### src/rtl/ram_block_mover.sv
// ram_block_mover: block copy / block fill engine for a single 512 x 16 RAM
// port with combinational read and write-on-rising-edge. All RAM-facing
// outputs and status flags are registered and derived from the next state.
module ram_block_mover #(
    parameter int AW = 9,   // address width
    parameter int DW = 16,  // data width
    parameter int CW = 10   // word-count width
) (
    input  logic          clk,
    input  logic          reset,
    input  logic          start,
    input  logic          mode,      // 0 = copy, 1 = fill
    input  logic [AW-1:0] src_addr,
    input  logic [AW-1:0] dst_addr,
    input  logic [CW-1:0] count,
    input  logic [DW-1:0] fill_val,
    input  logic [DW-1:0] mem_out,
    output logic [AW-1:0] mem_addr,
    output logic [DW-1:0] mem_in,
    output logic          mem_load,
    output logic          busy,
    output logic          done,
    output logic [DW-1:0] checksum
);

    typedef enum logic [1:0] {
        S_IDLE  = 2'd0,
        S_READ  = 2'd1,
        S_WRITE = 2'd2,
        S_FIN   = 2'd3
    } state_t;

    // Largest transfer is the whole RAM; larger requests are clamped to it.
    localparam logic [CW-1:0] MAX_COUNT = CW'(1 << AW);
    localparam logic [CW-1:0] ONE       = CW'(1);

    // Control state
    state_t        state_q,    state_d;
    logic          mode_q,     mode_d;
    logic [AW-1:0] src_q,      src_d;
    logic [AW-1:0] dst_q,      dst_d;
    logic [CW-1:0] count_q,    count_d;
    logic [DW-1:0] fill_q,     fill_d;
    logic [CW-1:0] index_q,    index_d;
    logic [DW-1:0] data_q,     data_d;
    logic [DW-1:0] checksum_q, checksum_d;

    // Registered outputs
    logic [AW-1:0] mem_addr_q, mem_addr_d;
    logic [DW-1:0] mem_in_q,   mem_in_d;
    logic          mem_load_q, mem_load_d;
    logic          busy_q,     busy_d;
    logic          done_q,     done_d;

    logic [CW-1:0] count_sat;
    logic          last_word;

    // Clamp the requested count and flag the final word of the transfer.
    always_comb begin
        count_sat = (count > MAX_COUNT) ? MAX_COUNT : count;
        last_word = (index_q == count_q - ONE);
    end

    // Next-state, operand latching, checksum and registered-output values.
    always_comb begin
        // NOTE: every signal gets a default before the case so no path leaves
        // one unassigned, which would otherwise infer a latch.
        state_d    = state_q;
        mode_d     = mode_q;
        src_d      = src_q;
        dst_d      = dst_q;
        count_d    = count_q;
        fill_d     = fill_q;
        index_d    = index_q;
        data_d     = data_q;
        checksum_d = checksum_q;

        case (state_q)
            S_IDLE: begin
                if (start) begin
                    mode_d     = mode;
                    src_d      = src_addr;
                    dst_d      = dst_addr;
                    count_d    = count_sat;
                    fill_d     = fill_val;
                    index_d    = '0;
                    checksum_d = '0;
                    if (count_sat == '0) begin
                        state_d = S_FIN;
                    end else if (mode) begin
                        state_d = S_WRITE;
                    end else begin
                        state_d = S_READ;
                    end
                end
            end
            S_READ: begin
                // The RAM read is combinational, so mem_out already reflects
                // the source address presented during this cycle.
                data_d  = mem_out;
                state_d = S_WRITE;
            end
            S_WRITE: begin
                checksum_d = checksum_q + mem_in_q;
                index_d    = index_q + ONE;
                if (last_word) begin
                    state_d = S_FIN;
                end else if (mode_q) begin
                    state_d = S_WRITE;
                end else begin
                    state_d = S_READ;
                end
            end
            S_FIN: begin
                state_d = S_IDLE;
            end
            default: begin
                state_d = S_IDLE;
            end
        endcase

        // Outputs are a function of the state being entered, so they appear
        // registered in the same cycle as that state.
        mem_addr_d = mem_addr_q;
        mem_in_d   = mem_in_q;
        mem_load_d = (state_d == S_WRITE);
        busy_d     = (state_d == S_READ) || (state_d == S_WRITE);
        done_d     = (state_d == S_FIN);

        case (state_d)
            S_READ: begin
                mem_addr_d = src_d + index_d[AW-1:0];
            end
            S_WRITE: begin
                mem_addr_d = dst_d + index_d[AW-1:0];
                mem_in_d   = mode_d ? fill_d : data_d;
            end
            default: begin
            end
        endcase
    end

    // State and output registers; reset clears everything immediately.
    always_ff @(posedge clk or posedge reset) begin
        if (reset) begin
            state_q    <= S_IDLE;
            mode_q     <= 1'b0;
            src_q      <= '0;
            dst_q      <= '0;
            count_q    <= '0;
            fill_q     <= '0;
            index_q    <= '0;
            data_q     <= '0;
            checksum_q <= '0;
            mem_addr_q <= '0;
            mem_in_q   <= '0;
            mem_load_q <= 1'b0;
            busy_q     <= 1'b0;
            done_q     <= 1'b0;
        end else begin
            // NOTE: non-blocking assignments so every register samples the
            // values computed before this edge, independent of statement order.
            state_q    <= state_d;
            mode_q     <= mode_d;
            src_q      <= src_d;
            dst_q      <= dst_d;
            count_q    <= count_d;
            fill_q     <= fill_d;
            index_q    <= index_d;
            data_q     <= data_d;
            checksum_q <= checksum_d;
            mem_addr_q <= mem_addr_d;
            mem_in_q   <= mem_in_d;
            mem_load_q <= mem_load_d;
            busy_q     <= busy_d;
            done_q     <= done_d;
        end
    end

    assign mem_addr = mem_addr_q;
    assign mem_in   = mem_in_q;
    assign mem_load = mem_load_q;
    assign busy     = busy_q;
    assign done     = done_q;
    assign checksum = checksum_q;

endmodule

### config.mk
export PLATFORM = sky130hd
export DESIGN_NAME = ram_block_mover
export DESIGN_NICKNAME = d
export VERILOG_FILES = /design/src/rtl/ram_block_mover.sv
export SDC_FILE = /design/constraint.sdc
export NUM_CORES = 1
export LEC_CHECK = 0
export CORE_ASPECT_RATIO = 0.7
export CORE_MARGIN = 1.5
export CORE_UTILIZATION = 30
export DETAILED_ROUTE_END_ITERATION = 12
export GPL_TIMING_DRIVEN = 1
export HOLD_SLACK_MARGIN = 0.1
export PLACE_DENSITY = 0.57
export SLEW_MARGIN = 20
export SYNTH_ARGS = -nofsm -noshare
export SYNTH_HDL_FRONTEND = slang
export SYNTH_SLANG_ARGS = --single-unit
### constraint.sdc
create_clock -name clk -period 5.4 [get_ports clk]
set_input_delay 1.08 -clock clk [delete_from_list [all_inputs] [get_ports clk]]
set_output_delay 1.08 -clock clk [all_outputs]
set_load 0.1 [all_outputs]
**After elaboration in Yosys (flattened, before gate mapping)**

Index checks and enable logic that the tools add are counted.

- Register bits after elaboration: 117
- Input bits: 64
- Output and inout port bits: 44
- Word-level logic and storage cells: 58

- Add/subtract/negate cells: 5
- Magnitude comparators: 1
- Equal/unequal tests: 8
- Muxes and demuxes: 22
- Reduce and logical (&&, ||, !) cells: 7

Operators with widths:

| cell | number |
|---|---|
| $mux W16 | 5 |
| $mux W9 | 4 |
| $pmux W16 S2 | 1 |
| $mux W10 | 2 |
| $pmux W10 S2 | 1 |
| $add A9 B9 Y9 | 2 |
| $pmux W9 S2 | 1 |
| $add A16 B16 Y16 | 1 |
| $add A10 B1 Y10 const B | 1 |
| $eq A10 B10 Y1 | 1 |
| $gt A10 B10 Y1 const B | 1 |
| $logic_not A10 Y1 | 1 |
| $mux W2 | 5 |
| $sub A10 B1 Y10 const B | 1 |
| $eq A2 B2 Y1 const B | 4 |
| $pmux W2 S4 | 1 |
| $eq A2 B1 Y1 const B | 2 |
| $reduce_and A2 Y1 | 2 |
| $reduce_bool A2 Y1 | 2 |
| $logic_not A2 Y1 | 1 |
| $mux W1 | 2 |
| $ne A2 B2 Y1 const B | 1 |
| $logic_or A1 B1 Y1 | 1 |

**Longest topological paths before layout**

- Depth after elaboration: 8
- Depth in mapped cells: 22
- Gate-level depth less buffers: 20

**Least setup slack after synthesis**

Ideal clock, no wire load.

- Path type: input port to flip-flop
- From: input port start
- To: register mem_addr_q[8], in the netlist mem_addr[8]
- Setup time: 0.129 ns
- Arrival: 4.475 ns
- Slack: 0.797 ns
- Stages on the path: 19
- Path buffers: 6
- Path through: and2_4 -> buf_6 -> buf_2 -> buf_2 -> buf_2 -> a211oi_1 -> ha_1 -> buf_1 -> clkbuf_1 -> mux2_2 -> ha_1 -> inv_1 -> fa_1 -> nor2b_1 -> o21ai_0 -> a21oi_1 -> o41ai_1 -> xnor2_1 -> o21ai_1

- Cells in the longest elaborated chain, start to end: 4

RTL lines:

| item | line | RTL |
|---|---|---|
| from (decl) | 11 | `input logic start,` |
| $mux W2 (*) | 80 | `if (start) begin` |
| $pmux W2 S4 (*) | 78 | `case (state_q)` |
| $eq A2 B2 Y1 (*) | -- |  |
| net mem_load_d | 51 | `logic mem_load_q, mem_load_d;` |
| $pmux W9 S2 / $reduce_bool A2 Y1 (equally long branches) | -- |  |
| to (signal assigned) | 172 | `mem_addr_q <= mem_addr_d;` |
| to (decl) | 49 | `logic [AW-1:0] mem_addr_q, mem_addr_d;` |

The timed path passes the listed nets; every way through them passes the cells marked *. The select of a mux whose other input is x is not followed.
A chain may end at the register's enable or synchronous reset.

**Final worst setup path**

- From: input port count[2]
- To: register mem_addr_q[8], in the netlist mem_addr[8]

- Cells in the longest elaborated chain, start to end: 8

RTL lines:

| item | line | RTL |
|---|---|---|
| from (decl) | 15 | `input logic [CW-1:0] count,` |
| $gt A10 B10 Y1 | 60 | `count_sat = (count > MAX_COUNT) ? MAX_COUNT : count;` |
| $mux W10 (*) | 60 |  |
| $logic_not A10 Y1 (*) | 88 | `if (count_sat == '0) begin` |
| $mux W2 (*) | 88 |  |
| $mux W2 (*) | 80 |  |
| $pmux W2 S4 (*) | 78 |  |
| net state_d[1] | 38 | `state_t state_q, state_d;` |
| $eq A2 B2 Y1 (*) | -- |  |
| net mem_load_d | 51 |  |
| $pmux W9 S2 / $reduce_bool A2 Y1 (equally long branches) | -- |  |

The timed path passes the listed nets; every way through them passes the cells marked *.

==> flow_metrics.env <==
export IMPL_fin_crit_ns=4.54
export IMPL_hold_path_class="reg2reg"
export IMPL_start_util_pct=30.7
export IMPL_viasPerCell=4.72
export IMPL_slew_headroom_pct=29.6
export IMPL_yosys_warnings=0
export IMPL_grt_max_degree=64
export IMPL_nets=797
export IMPL_layout_drive_gt1_share_pct=15.3
export IMPL_antenna_cells=0
export IMPL_dr_pass1_iters=5
export IMPL_finalCritPeriodShare_pct=84.1
export IMPL_cts_made_buffers=17
export IMPL_async_flop_share_pct=100
export IMPL_tns_ns=0
export IMPL_critPathKind="in2reg"
export IMPL_fmax_ghz=0.220
export IMPL_hold_viol_final=0
export IMPL_grt_use_total_pct=16.3
export IMPL_core_area_um2=19900
export IMPL_clockBufferDepth=2
export IMPL_ff_latch_area_um2=2930
export IMPL_io_buffers=107
export IMPL_first_iter_violations=330
export IMPL_fill_cells=1992
export IMPL_ys_types=59
export IMPL_num_vias=4654
export IMPL_die_w_um=174
export IMPL_syn_area_um2=6110
export IMPL_multiInputGateArea_um2=3010
export IMPL_die_y_um=122
export IMPL_slowest_delay_ns=0.46
export IMPL_finalMaxSlewViolations=0
export IMPL_path_max_fanout=9
export IMPL_antenna_left=0
export IMPL_ios=108
export IMPL_cp_end_kind="flip-flop"
export IMPL_syn_mean_instance_area_um2=10.2
export IMPL_synth_seq_cells=117
export IMPL_cts_repair_resized=0
export IMPL_synth_nets=690
export IMPL_syn2layout_area_growth_pct=31.5
export IMPL_critical_path_arrival_ns=4.82
export IMPL_grt_pass1_wl_um=26100
export IMPL_post_cts_buffers=0
export IMPL_finalWeightedCongestion=0.828
export IMPL_drc=0
export IMPL_clock_latency_ns=0.42
export IMPL_htree_levels=4
export IMPL_path_cells="clkdlybuf4s50_1 > nor4_1 > nand3_1 > nor2_1 > o21ai_0 > nand2_1 > a21o_1 > ha_1 > mux2_2 > ha_1 > inv_1 > fa_1 > nor2b_1 > o21ai_0 > a21oi_1 > o41ai_1 > xnor2_1 > o21ai_1"
export IMPL_rsz0062_at_grt="no"
export IMPL_fin_skew_ns=0.0122
export IMPL_clkTransAtPathRegs_ns=0.06
export IMPL_core_rowCount=43
export IMPL_synth_ff_type="dfrtp_1"
export IMPL_antenna_found_initial=0
export IMPL_clock_sinks=117
export IMPL_worst_slew_pin_slew_ns=1.06
export IMPL_synth_cells=597
export IMPL_synth_edf_count=0
export IMPL_cp_start_kind="input port"
export IMPL_hpwl_um=11600
export IMPL_dieArea_um2=21300
export IMPL_critPathRequiredTime_ns=5.68
export IMPL_crit_slowest_cell="ha_1"
export IMPL_cts_tree="yes"
export IMPL_grt_overflow=0
export IMPL_grt_pass1_vias=4489
export IMPL_outcome="finished clean"
export IMPL_avgRoutedWirePerCell_um=16.5
export IMPL_ctsHoldBuffers=0
export IMPL_setup_violations=0
export IMPL_wl_um=16300
export IMPL_maxCapViolCount=0
export IMPL_root_buffer="clkbuf_16"
export IMPL_ys_seq_area_share_pct=47.9
==> through the flow <==
| stage | instances | hold WS, ns | utilization, % | setup WS, ns | cell area [um2] |
|---|---|---|---|---|---|
| 6_report | 987 | 0.466 | 40.4 | 0.861 | 8040 |
| 5_1_grt | 987 | 0.485 | 40.4 | 0.617 | 8040 |
| 4_1_cts | 987 | 0.471 | 40.4 | 0.908 | 8040 |
| 3_5_place_dp | 955 | 0.456 | 37.4 | 0.482 | 7450 |
| 3_3_place_gp | 955 | 0.448 | 37.4 | 0.589 | 7450 |
| 2_1_floorplan | 597 | 0.436 | - | 0.797 | 6110 |
==> synthesized netlist by cell type (4+ instances only) <==
library cell | n | area [um2]
a211o_1 | 5 | 43.8
a21o_1 | 9 | 67.6
a21oi_1 | 16 | 80.1
a22o_1 | 6 | 52.6
and3_1 | 4 | 25.0
buf_2 | 10 | 50.1
clkbuf_1 | 11 | 41.3
dfrtp_1 | 117 | 2930
ha_1 | 27 | 338
inv_1 | 14 | 52.6
mux2_2 | 54 | 608
nand2_1 | 137 | 514
nand3_1 | 14 | 70.1
nand3b_1 | 5 | 37.5
nor2_1 | 23 | 86.3
nor2b_1 | 5 | 31.3
nor3_1 | 9 | 45.0
o21ai_0 | 33 | 165
o21ai_1 | 4 | 20.0
xnor2_1 | 19 | 166
xor2_1 | 14 | 123
==> cells by family after synthesis <==
kind of cell	count (synthesis)	synth area share, %
AOI/OAI and AO/OA	104	11.7
xor gates and xnor gates	34	5.00
adders and majority gates	29	6.18
buffers and inverters	40	2.85
DFF	117	47.9
muxes	61	11.4
and+or+nand+nor	212	15.0
==> sequential cells by signal, summed over array words and instances, names as in the netlist <==
name and count:
checksum 16, data_q 16, fill_q 16, mem_in 16, count_q 10, index_q 10
dst_q 9, mem_addr 9, src_q 9, state_q 2, busy 1, done 1
mem_load 1, mode_q 1
==> worst max-delay path: cells and delay by family <==
kind	cells	cell delay, ns
AOI/OAI and AO/OA	6	1.05
buffers and inverters	2	0.49
adders and majority gates	3	0.86
and+or+nand+nor	5	0.79
muxes	1	0.40
xor gates and xnor gates	1	0.17
==> layout by cell type (no fill, tap or decap), drive strengths merged, types with 6 or more instances in the layout <==
master	Yosys	final
nand2	137	137
dfrtp	117	117
clkdlybuf4s50	0	107
mux2	59	59
o21ai	37	37
ha	27	27
nor2	24	24
xnor2	20	20
clkbuf	11	20
inv	14	19
a21oi	17	17
nand3	14	14
xor2	14	14
nor3	9	9
a21o	9	9
buf	15	7
a22o	6	6
==> area by class of cell <==
cell class	instances	share of cell area (%)
clock buffer	20	5.81
tap	270	4.20
sequential	117	36.4
clock inverter	12	1.45
inverter	14	0.685
timing repair buffer	114	14.0
multi-input combinational	440	37.5
==> final timing paths <==
kind,startpoint,to,slack (ns),cells after the start
max,count[2],mem_addr[8],0.86,18
min,fill_q[11],fill_q[11],0.47,2
max reg2reg,count_q[0],mem_addr[8],0.92,20
min reg2reg,fill_q[11],fill_q[11],0.47,2
max in group asynchronous,reset,checksum[15],3.29,3
min in group asynchronous,reset,dst_q[8],1.20,2
==> per-layer routing <==
metal	routed length (um)	GRT usage, %	vias up
met2	6080	20.5	114
met1	9180	25.8	2244
met5	0	0	-
li1	-	-	2284
met3	900	4.93	12
met4	165	4.85	0
Power is left out: the tool's default activity adds up to more than one toggle a clock period on the data nets, which glitch-free logic cannot reach.
==> RTL edit 1 (same settings) <==
The 4 states of `state_t` get a one-hot encoding in 4 bits.
--- a/src/rtl/ram_block_mover.sv
+++ b/src/rtl/ram_block_mover.sv
@@ -24,9 +24,9 @@
 );
 
-    typedef enum logic [1:0] {
-        S_IDLE  = 2'd0,
-        S_READ  = 2'd1,
-        S_WRITE = 2'd2,
-        S_FIN   = 2'd3
+    typedef enum logic [3:0] {
+        S_IDLE  = 4'b0001,
+        S_READ  = 4'b0010,
+        S_WRITE = 4'b0100,
+        S_FIN   = 4'b1000
     } state_t;
 
Function: no difference found for any inputs over 4 cycles, from zero or initial values and one cycle with reset high; so few cycles prove little.
==> RTL edit 1 against the original RTL <==
- worst setup slack lost 0.51 ns
- sequential share of layout area shrank 0.80 points
- cell area grew 4.0%
- via count grew 1.8%
- routed wire length is essentially flat
- synthesized area grew 3.3%
- sequential cell count grew 2
- highest routed layer unchanged
==> RTL edit 1: results (changes against the original RTL) <==
{| class="wikitable"
! Metric !! Value
|-
| Non-filler cells, final || 973 (was 987)
|-
| Total routing resource utilization after global routing || 0.157 (was 0.163)
|-
| Synthesized instance count || 566 (was 597)
|-
| Xor and xnor fraction of the mapped netlist area || 0.0438 (was 0.0499)
|-
| Hold Startpoint || fill_q[13]$_DFF_PP0_ (was fill_q[11]$_DFF_PP0_)
|-
| Longest individual stage delay on the worst path || around 0.45 ns
|-
| Mean number of vias per cell || 4.87 (was 4.72)
|-
| Detailed placer's ending HPWL || 11.6 mm (about the same)
|-
| Complex-gate fraction of the synthesized area || 0.109 (was 0.117)
|-
| Global-route wire length before repair || 26.4 mm (was 26.1 mm)
|-
| Vias in the first global route || 4968 (was 4489)
|-
| DRC marker count from the first detailed-route iteration || 365 (was 330)
|-
| Worst hold slack after final layout || 0.493 ns (was 0.466 ns)
|-
| Total DRC errors in the routed layout || 0 (unchanged)
|-
| FF-to-FF setup slack || 0.58 ns (was 0.92 ns)
|-
| Cell depth of the worst hold path || 1 (was 2)
|-
| NumNets Final || 776 (was 797)
|-
| Ranking of synthesized cells by instance count || 118 x dfrtp_1, 67 x mux2_2, 40 x nand2_1, 40 x o21ai_0, 35 x mux2i_1 (was 137 x nand2_1, 117 x dfrtp_1, 54 x mux2_2, 33 x o21ai_0, 27 x ha_1)
|-
| Ratio of cells with drive above 1 in the final layout || 0.188 (was 0.153)
|-
| Crit. Startpoint || count[3] (was count[2])
|-
| Multiplexer area fraction after synthesis || 0.177 (was 0.114)
|-
| Run status || finished, final reports clean (unchanged)
|-
| Sequential area share after synthesis || 0.472 (was 0.479)
|-
| Resized cells post-CTS || 0 (unchanged)
|-
| End of the worst register-to-register path || mem_addr[8]$_DFFE_PP0P_ (unchanged)
|-
| Cell with the biggest individual delay on the critical path || a221oi_4 (was ha_1)
|-
| Detail-routed net length per standard cell || 16.8 um (was 16.5 um)
|-
| Most area-consuming cells after synthesis || dfrtp_1 47%, mux2_2 12%, mux2i_1 5.5%, ha_1 5.0%, o21ai_0 3.2% (was dfrtp_1 48%, mux2_2 9.9%, nand2_1 8.4%, ha_1 5.5%, xnor2_1 2.7%)
|-
| Initial antenna violation count || 0 (unchanged)
|-
| Total cell area at the placement stage || 7770 um^2 (was 7450 um^2)
|-
| Relative slew slack || 0.312 (was 0.296)
|-
| Number of cells after detailed placement || 942 (was 955)
|-
| Weighted congestion at the end of routability-driven global placement || 0.827 (was 0.828)
|-
| Worst Hold Path EP || fill_q[13]$_DFF_PP0_ (was fill_q[11]$_DFF_PP0_)
|-
| Worst r2r path cells || 18 (was 20)
|-
| CP max FO || 5 (was 9)
|-
| Largest net degree at the start of global routing || 58 (was 64)
|}
-- RTL edit 1: power by group --
part | internal (mW) | switching (mW) | total, mW
clock network | 0.719 | 0.429 | 1.15
logic | 1.20 | 2.10 | 3.30
registers | 1.29 | 0.269 | 1.56
-- RTL edit 1: area by class of cell --
| type | instances | area (um^2) |
|---|---|---|
| fill | 1983 | 12300 |
| multi-input combinational | 397 | 3170 |
| sequential | 119 | 2980 |
| timing repair buffer | 120 | 1170 |
| clock buffer | 18 | 429 |
| tap | 276 | 345 |
| clock inverter | 13 | 158 |
| inverter | 30 | 115 |
-- RTL edit 1: per-stage QoR --
step	utilization	TNS [ns]	setup WS, ns
after global placement	0.375	0	0.0220
after CTS	0.404	0	0.235
final	0.404	0	0.354
after global routing	0.404	0	0.0701
after detailed placement	0.375	-0.176	-0.176
after floorplan	-	0	0.486
-- RTL edit 1: per-layer routing --
metal / GRT usage / routed length [um]
met4: 0.0603 / 282
met2: 0.221 / 6830
met5: 0 / 0
met1: 0.217 / 8100
met3: 0.0574 / 1130
==> RTL edit 2 (same flow settings) <==
Without the edit above. Set the parameter `CW` to 11 (it was 10).
--- a/src/rtl/ram_block_mover.sv
+++ b/src/rtl/ram_block_mover.sv
@@ -5,5 +5,5 @@
     parameter int AW = 9,   // address width
     parameter int DW = 16,  // data width
-    parameter int CW = 10   // word-count width
+    parameter int CW = 11   // word-count width
 ) (
     input  logic          clk,
Interface: changed (resized count); port bits go from 108 to 109. The function was not compared with the original's and may differ.
==> RTL edit 2 against the original RTL <==
- global-route usage about the same
- routed wire length rose by 1.8%
- critical path depth is 1 lower
- hold slack gained 0.0024 ns
- cell area is 2.1% higher
- sequential cell count grew 2
- synthesized area up 0.90%
- worst setup slack lost 0.12 ns
- register-to-register slack got worse by 0.14 ns
- critical path type unchanged
==> RTL edit 2: results (changes against the original RTL) <==
{| class="wikitable"
! Metric !! Value
|-
| Inverters excl. clock || 10 (was 14)
|-
| Actual transition at the worst max-transition pin || 1.04 ns (was 1.06 ns)
|-
| End of the worst register-to-register path || mem_addr[7]$_DFFE_PP0P_ (was mem_addr[8]$_DFFE_PP0P_)
|-
| Weighted congestion at the end of routability-driven global placement || 0.792 (was 0.828)
|-
| Non-Clock Buffer Count || 118 (was 114)
|-
| Sequential area share after synthesis || 0.483 (was 0.479)
|-
| Area taken by multi-input logic gates || 3060 um^2 (was 3010 um^2)
|-
| Met3 routing resource usage after global routing || 0.0452 (was 0.0493)
|-
| Synthesized net count || 725 (was 690)
|-
| Crit. Startpoint || count[3] (was count[2])
|-
| Detailed placer's ending HPWL || 12.0 mm (was 11.6 mm)
|-
| Non-clock buffering overhead in the final layout || 0.141 (was 0.140)
|-
| Multi-input combinational gate total || 479 (was 440)
|-
| Unique masters post-synth || 64 (was 59)
|-
| CTS Sinks || 119 (was 117)
|-
| Cell with the biggest individual delay on the critical path || clkdlybuf4s50_1 (was ha_1)
|-
| Total routing resource utilization after global routing || 0.163 (about the same)
|-
| Wl on met1 || 9.63 mm (was 9.18 mm)
|-
| Relative area of clock buffers and inverters in the final design || 0.0774 (was 0.0725)
|-
| Run status || finished, final reports clean (unchanged)
|-
| Xor and xnor fraction of the mapped netlist area || 0.0511 (was 0.0499)
|-
| Multiplexer area fraction after synthesis || 0.0878 (was 0.114)
|-
| Filler cells || 1940 (was 1992)
|-
| Ranking of synthesized cells by instance count || 176 x nand2_1, 119 x dfrtp_1, 46 x mux2_2, 35 x o21ai_0, 27 x ha_1 (was 137 x nand2_1, 117 x dfrtp_1, 54 x mux2_2, 33 x o21ai_0, 27 x ha_1)
|-
| Flip-flop and latch share of the layout cell area || 0.363 (was 0.364)
|-
| Routed length on met3 || 833 um (was 900 um)
|-
| Detail-routed net length per standard cell || 16.2 um (was 16.5 um)
|-
| FF-to-FF setup slack || 0.78 ns (was 0.92 ns)
|-
| Clk_skew || 0.0120 ns (was 0.0122 ns)
|-
| Complex-gate fraction of the synthesized area || 0.111 (was 0.117)
|-
| Vias in the first global route || 4630 (was 4489)
|-
| Routed vias || 4814 (was 4654)
|-
| WP data arrival || 4.95 ns (was 4.82 ns)
|-
| Length of the first detailed-routing pass in iterations || 6 (was 5)
|-
| Met2 global-route usage || 0.199 (was 0.205)
|-
| Global-route wire length before repair || 26.4 mm (was 26.1 mm)
|-
| NumNets Final || 839 (was 797)
|-
| Ratio of cells with drive above 1 in the final layout || 0.133 (was 0.153)
|-
| Most area-consuming cells after synthesis || dfrtp_1 48%, nand2_1 11%, mux2_2 8.4%, ha_1 5.5%, o21ai_0 2.8% (was dfrtp_1 48%, mux2_2 9.9%, nand2_1 8.4%, ha_1 5.5%, xnor2_1 2.7%)
|}
RTL edit 2: worst min path at each step:
| stage | start | slack [ns] | end | cells past startpoint |
|---|---|---|---|---|
| after floorplan | dst_q[0]$_DFF_PP0_ | 0.44 | dst_q[0]$_DFF_PP0_ | 2 |
| after global placement | fill_q[11]$_DFF_PP0_ | 0.45 | fill_q[11]$_DFF_PP0_ | 2 |
| after detailed placement | fill_q[4]$_DFF_PP0_ | 0.46 | fill_q[4]$_DFF_PP0_ | 2 |
| after CTS | fill_q[12]$_DFF_PP0_ | 0.47 | fill_q[12]$_DFF_PP0_ | 2 |
| after global routing | fill_q[12]$_DFF_PP0_ | 0.48 | fill_q[12]$_DFF_PP0_ | 2 |
| final | fill_q[13]$_DFF_PP0_ | 0.47 | fill_q[13]$_DFF_PP0_ | 2 |
RTL edit 2: power groups by stage:
| stage | combinational (mW) | sequential (mW) | clock [mW] |
|---|---|---|---|
| final | 1.19 | 1.04 | 1.24 |
| after global placement | 1.19 | 1.05 | 0 |
| after CTS | 1.19 | 1.04 | 1.27 |
| after detailed placement | 1.18 | 1.06 | 0 |
| after global routing | 1.28 | 1.05 | 1.30 |
| after floorplan | 0.407 | 1.53 | 0 |
RTL edit 2: stage by stage:
stage	instances	total power, mW	worst slack, ns	cell area, um^2	hold WS, ns
after global placement	996	2.24	0.354	7570	0.453
final	1028	3.47	0.740	8210	0.469
after CTS	1028	3.50	0.716	8210	0.475
after detailed placement	996	2.24	0.270	7570	0.459
after global routing	1028	3.63	0.438	8210	0.482
after floorplan	631	1.94	0.667	6170	0.436
RTL edit 2: kinds of logic after synthesis:
| kind of cell | after synthesis |
|---|---|
| compound gates | 105 |
| xor+xnor | 36 |
| fa+ha+maj | 29 |
| buf+inv | 33 |
| flops | 119 |
| mux | 48 |
| simple gates | 261 |
